<file path="config.mk">
export PLATFORM = sky130hd
export DESIGN_NAME = reg_write_arbiter
export DESIGN_NICKNAME = d
export VERILOG_FILES = /design/src/rtl/mini_src_pkg.sv /design/src/rtl/rr_pick.sv /design/src/rtl/reg_write_arbiter.sv
export SDC_FILE = /design/constraint.sdc
export NUM_CORES = 1
export LEC_CHECK = 0
export CAP_MARGIN = 20
export CELL_PAD_IN_SITES_DETAIL_PLACEMENT = 2
export CELL_PAD_IN_SITES_GLOBAL_PLACEMENT = 2
export CORE_UTILIZATION = 21
export CTS_CLUSTER_DIAMETER = 120
export DETAILED_ROUTE_END_ITERATION = 8
export PLACE_DENSITY = 0.81
export SLEW_MARGIN = 15
export SYNTH_ARGS = -nofsm -noshare
export SYNTH_HDL_FRONTEND = slang
export SYNTH_SLANG_ARGS = --single-unit
export TNS_END_PERCENT = 50
</file>
<file path="constraint.sdc">
create_clock -name in_clk -period 3.4 [get_ports in_clk]
set_input_delay 0.68 -clock in_clk [delete_from_list [all_inputs] [get_ports in_clk]]
set_output_delay 0.68 -clock in_clk [all_outputs]
set_load 0.02 [all_outputs]
</file>
<file path="src/rtl/mini_src_pkg.sv">
// Shared datapath constants and the write-arbiter state type.
package mini_src_pkg;

    localparam int REG_IDX_W = 4;
    localparam int NUM_REGS  = 16;
    localparam int WORD_W    = 32;

    typedef enum logic [0:0] {
        ARB_IDLE  = 1'b0,
        ARB_GRANT = 1'b1
    } arb_state_t;

endpackage

</file>
<file path="src/rtl/rr_pick.sv">
// Combinational round-robin picker: first set bit of i_elig scanning upward
// from i_ptr with wrap-around; returns one-hot winner, its index and a valid flag.
module rr_pick #(
    parameter int N     = 4,
    parameter int PTR_W = (N > 1) ? $clog2(N) : 1
) (
    input  logic [N-1:0]     i_elig,
    input  logic [PTR_W-1:0] i_ptr,
    output logic [N-1:0]     o_win_oh,
    output logic [PTR_W-1:0] o_win_idx,
    output logic             o_valid
);

    int               w_pos;
    logic [PTR_W-1:0] w_cand;

    always_comb begin
        o_win_oh  = '0;
        o_win_idx = '0;
        o_valid   = 1'b0;
        w_pos     = 0;
        w_cand    = '0;
        for (int i = 0; i < N; i++) begin
            w_pos  = (int'(i_ptr) + i) % N;
            w_cand = PTR_W'(w_pos);
            if (!o_valid && i_elig[w_cand]) begin
                o_valid          = 1'b1;
                o_win_oh[w_cand] = 1'b1;
                o_win_idx        = w_cand;
            end
        end
    end

endmodule

</file>
<file path="src/rtl/reg_write_arbiter.sv">
// Round-robin arbiter for the single register-file write port, with registered
// one-hot grant, register-enable decode and data mux. Optional macro: REG_ZERO_PROTECT_EN.
module reg_write_arbiter
    import mini_src_pkg::*;
#(
    parameter int NUM_REQ = 4,
    parameter int DATA_W  = WORD_W,
    parameter int IDX_W   = REG_IDX_W
) (
    input  logic                      in_clk,
    input  logic                      in_reset_n,
    input  logic [NUM_REQ-1:0]        in_req,
    input  logic [NUM_REQ*IDX_W-1:0]  in_idx,
    input  logic [NUM_REQ*DATA_W-1:0] in_data,
    input  logic                      in_stall,
    output logic [NUM_REQ-1:0]        out_grant,
    output logic [NUM_REGS-1:0]       out_reg_en,
    output logic [DATA_W-1:0]         out_wr_data,
    output logic                      out_busy,
    output arb_state_t                out_dbg_state
);

    localparam int PTR_W = (NUM_REQ > 1) ? $clog2(NUM_REQ) : 1;

    arb_state_t          r_state;
    logic [PTR_W-1:0]    r_ptr;
    logic [NUM_REQ-1:0]  r_grant;
    logic [NUM_REGS-1:0] r_reg_en;
    logic [DATA_W-1:0]   r_wr_data;

    arb_state_t          w_state_nxt;
    logic [PTR_W-1:0]    w_ptr_nxt;
    logic [NUM_REQ-1:0]  w_grant_nxt;
    logic [NUM_REGS-1:0] w_reg_en_nxt;
    logic [DATA_W-1:0]   w_wr_data_nxt;
    logic [NUM_REQ-1:0]  w_elig;
    logic [NUM_REQ-1:0]  w_win_oh;
    logic [PTR_W-1:0]    w_win_idx;
    logic                w_win_valid;
    logic                w_go;
    logic [IDX_W-1:0]    w_win_reg_idx;
    logic [DATA_W-1:0]   w_win_data;

    // The requester presented this cycle is masked so a stale req cannot win twice in a row.
    assign w_elig        = in_req & ~r_grant;
    assign w_go          = w_win_valid & ~in_stall;
    assign w_win_reg_idx = in_idx[w_win_idx*IDX_W +: IDX_W];
    assign w_win_data    = in_data[w_win_idx*DATA_W +: DATA_W];

    rr_pick #(
        .N     (NUM_REQ),
        .PTR_W (PTR_W)
    ) u_rr_pick (
        .i_elig    (w_elig),
        .i_ptr     (r_ptr),
        .o_win_oh  (w_win_oh),
        .o_win_idx (w_win_idx),
        .o_valid   (w_win_valid)
    );

    always_comb begin
        w_state_nxt   = ARB_IDLE;
        w_ptr_nxt     = r_ptr;
        w_grant_nxt   = '0;
        w_reg_en_nxt  = '0;
        w_wr_data_nxt = '0;
        case (r_state)
            ARB_IDLE:  w_state_nxt = w_go ? ARB_GRANT : ARB_IDLE;
            ARB_GRANT: w_state_nxt = w_go ? ARB_GRANT : ARB_IDLE;
            default:   w_state_nxt = ARB_IDLE;
        endcase
        if (w_state_nxt == ARB_GRANT) begin
            w_grant_nxt   = w_win_oh;
            w_ptr_nxt     = (w_win_idx == PTR_W'(NUM_REQ - 1)) ? '0 : w_win_idx + 1'b1;
            w_reg_en_nxt  = NUM_REGS'(1) << w_win_reg_idx;
            w_wr_data_nxt = w_win_data;
`ifdef REG_ZERO_PROTECT_EN
            // R0 is read-only: the grant still retires the request, but nothing is written.
            if (w_win_reg_idx == '0) begin
                w_reg_en_nxt  = '0;
                w_wr_data_nxt = '0;
            end
`else
`endif
        end
    end

    always_ff @(posedge in_clk or negedge in_reset_n) begin
        if (!in_reset_n) begin
            r_state   <= ARB_IDLE;
            r_ptr     <= '0;
            r_grant   <= '0;
            r_reg_en  <= '0;
            r_wr_data <= '0;
        end else begin
            r_state   <= w_state_nxt;
            r_ptr     <= w_ptr_nxt;
            r_grant   <= w_grant_nxt;
            r_reg_en  <= w_reg_en_nxt;
            r_wr_data <= w_wr_data_nxt;
        end
    end

    assign out_grant     = r_grant;
    assign out_reg_en    = r_reg_en;
    assign out_wr_data   = r_wr_data;
    assign out_dbg_state = r_state;
    // Held low during reset so every output reads 0 while in_reset_n is asserted.
    assign out_busy      = in_reset_n & (|(in_req & ~r_grant));

endmodule

</file>
==> run metrics, run 1 <==
post-CTS sizing 0; Die Ht 130 um; skew final 0.0121 ns; fin crit share 90.8%; Clock Latency Late Sink 0.31 ns; Tot Pwr 0.00538 W; reg2reg end out_reg_en[4]; total track usage 16.4%; Clock Path Buffers 2; Pwr per Cell Area 910 nW/um2; DP Worst Slack -0.185 ns; core footprint 15900 um2; root buf cell clkbuf_16; post-route ant nets 0; DRC 0; relative slew slack 51.4%; Yosys warnings 0; Crit Path Max Fanout 10; asr flop ratio synth 100%; HP Class in2async; fmax 0.324 GHz; Slew @ Worst Pin 0.730 ns; Max-Cap Viols 0; syn_nets 488; first-pass GRT wire length 20900 um; crit path launch type register; initial antenna violation count 2; Final Max Slew Viols 0; Leak 2.31 nW; CTS buffer count 5; CTS tree done; final worst-path setup slack 0.312 ns; Syn Inst Count 329; Worst setup EP type register; vias in the first global route 3788; RR Startpoint r_ptr[0]; Area Overhead vs Synth 71.5%; crit path DAT 3.24 ns; RSZ-0062 raised after global routing no; Die ar. 16900 um2; vias per cell 4.64; Cell Rows 46; CP Data Required Time 3.56 ns; port bufs 204; status finished, final reports clean; Peak supply drop 0.304 mV; via count 3452; final setup vio count 0; Worst-path clk slew 0.08 ns; CTS Sinks 55; Routed WL 13700 um; crit path time final 3.09 ns; synth unique cells 38; IO Count 205; #FFs+latches synth 55; Initial Util 21.6%; predominant post-synthesis flop cell dfrtp_1; layout cell share with drive strength beyond 1 7.21%; TritonRoute pass-1 iters 5; synthesized cell area 3450 um2; critical path class reg2reg; nets 685; worst reg-to-reg path cell count 8; Hold-fix buffers, CTS 0; routability cong. 0.793; final hold vios 0; HPWL after DPL 10900 um; htree depth 2; grt total ovfl 0; die width 130 um; drt wl/cell 18.4 um; sequential share of the synthesized area 39.9%; largest net degree at the start of global routing 65; Post-synth EDFFs 0; Avg Cell Area, Syn 10.5 um2; reg-to-reg slack, setup 0.31 ns; Iter 0 DRT Violations 114; post-CTS setup buffer count 0
-- worst max-delay path: stages, from the launching register on --
cell and delay, ns:
dfrtp_1 0.41, clkinv_4 0.13, ha_1 0.47, mux2i_1 0.34, a211oi_1 0.12, o21ai_1 0.29
o31a_2 0.39, mux2i_1 0.63, nor4_1 0.15
-- cell usage in the layout (no fill, tap or decap), types with 2 or more instances in the layout --
| master | count |
|---|---|
| clkbuf_16 | 5 |
| nor3_1 | 3 |
| a31oi_1 | 3 |
| nor2_1 | 15 |
| and2_1 | 2 |
| buf_4 | 11 |
| mux2i_1 | 45 |
| inv_1 | 2 |
| mux2_2 | 2 |
| ha_1 | 8 |
| dfrtp_1 | 55 |
| nor4_1 | 18 |
| xnor2_1 | 3 |
| nor2b_1 | 35 |
| a21oi_1 | 6 |
| nand2_1 | 6 |
| a311oi_1 | 2 |
| a222oi_1 | 4 |
| clkdlybuf4s50_1 | 203 |
| buf_12 | 4 |
| o21ai_1 | 2 |
| nand2b_1 | 4 |
| mux2i_2 | 3 |
| clkinv_4 | 3 |
| a211oi_1 | 67 |
| mux2_4 | 2 |
-- flip-flops by register name, indices dropped and copies added, names as in the netlist --
signal and flops:
r_ptr 2, out_grant 4, out_dbg_state 1, out_wr_data 32, out_reg_en 16
-- logic make-up after synthesis --
family	after synthesis	synth area share, %
fa+ha+maj	8	2.90
xor+xnor	3	0.762
mux	52	15.5
simple gates	85	14.1
buf+inv	32	5.48
compound gates	94	21.4
flops	55	39.9
-- how the worst max path moves through the flow --
stage / from / endpoint / slack (ns) / depth (start not counted)
4_1_cts: r_ptr[0] / out_reg_en[0] / 0.1 / 8
3_3_place_gp: in_req[2] / out_reg_en[10] / 0.11 / 9
5_1_grt: r_ptr[0] / out_reg_en[4] / 0.10 / 10
2_1_floorplan: r_ptr[1] / out_reg_en[8] / 0.55 / 11
3_5_place_dp: in_req[2] / out_reg_en[0] / -0.19 / 9
6_report: r_ptr[0] / out_reg_en[4] / 0.31 / 8
-- final cells by class --
| type | count | area [um2] |
|---|---|---|
| antenna | 1 | 2.50 |
| sequential | 55 | 1380 |
| tap | 216 | 270 |
| timing repair buffer | 219 | 2200 |
| fill | 1701 | 10000 |
| inverter | 3 | 16.3 |
| multi-input combinational | 242 | 1900 |
| clock inverter | 3 | 28.8 |
| clock buffer | 5 | 125 |
-- Yosys cell counts, drive strengths merged (3+ instances only) --
master	instances	share of area [%]
a211oi	67	15
dfrtp	55	40
mux2i	48	14
nor2b	36	6.7
nor4	18	3.3
buf	16	3.6
nor2	15	1.6
clkbuf	13	1.4
ha	8	2.9
a21oi	7	1.3
nand2	6	0.65
a222oi	4	1.2
mux2	4	1.5
nand2b	4	0.73
a31oi	3	0.54
nor3	3	0.44
o21ai	3	0.44
xnor2	3	0.76
-- power breakdown --
part	total [W]	leakage, nW	switching (W)	internal, W
registers	0.000968	0.725	0.0000848	0.000883
logic	0.00387	1.51	0.00219	0.00167
clock network	0.000546	0.0759	0.000265	0.000282
total	0.00538	2.31	0.00254	0.00284
-- per-stage QoR --
stage          setup TNS (ns)  cells  cell area (um2)  hold WS (ns)  utilization, %
6_report                    0    744             5920         0.550            37.1
3_5_place_dp            -2.32    735             5750         0.648            36.0
5_1_grt                     0    743             5910         0.613            37.1
3_3_place_gp                0    735             5750         0.626            36.0
4_1_cts                     0    743             5900         0.592            37.0
2_1_floorplan               0    329             3450         0.384               -
-- per-layer routing --
layer / wire (um) / global-route usage, % / part of all wire, %
met3: 789 / 4.43 / 5.8
met2: 7410 / 31.5 / 54
met5: 13 / 0 / 0.095
met1: 5310 / 17.4 / 39
met4: 182 / 4.31 / 1.3
Power figures use the tool's default switching activity.
==> run 2: changes to the inputs <==
Settings changed: CAP_MARGIN 20 to 0, CTS_CLUSTER_DIAMETER 120 to 150, SKIP_CTS_REPAIR_TIMING set to 1.
==> results of run 2 <==
Same layout as run 1: the final DEF is identical, and so are final timing and power.
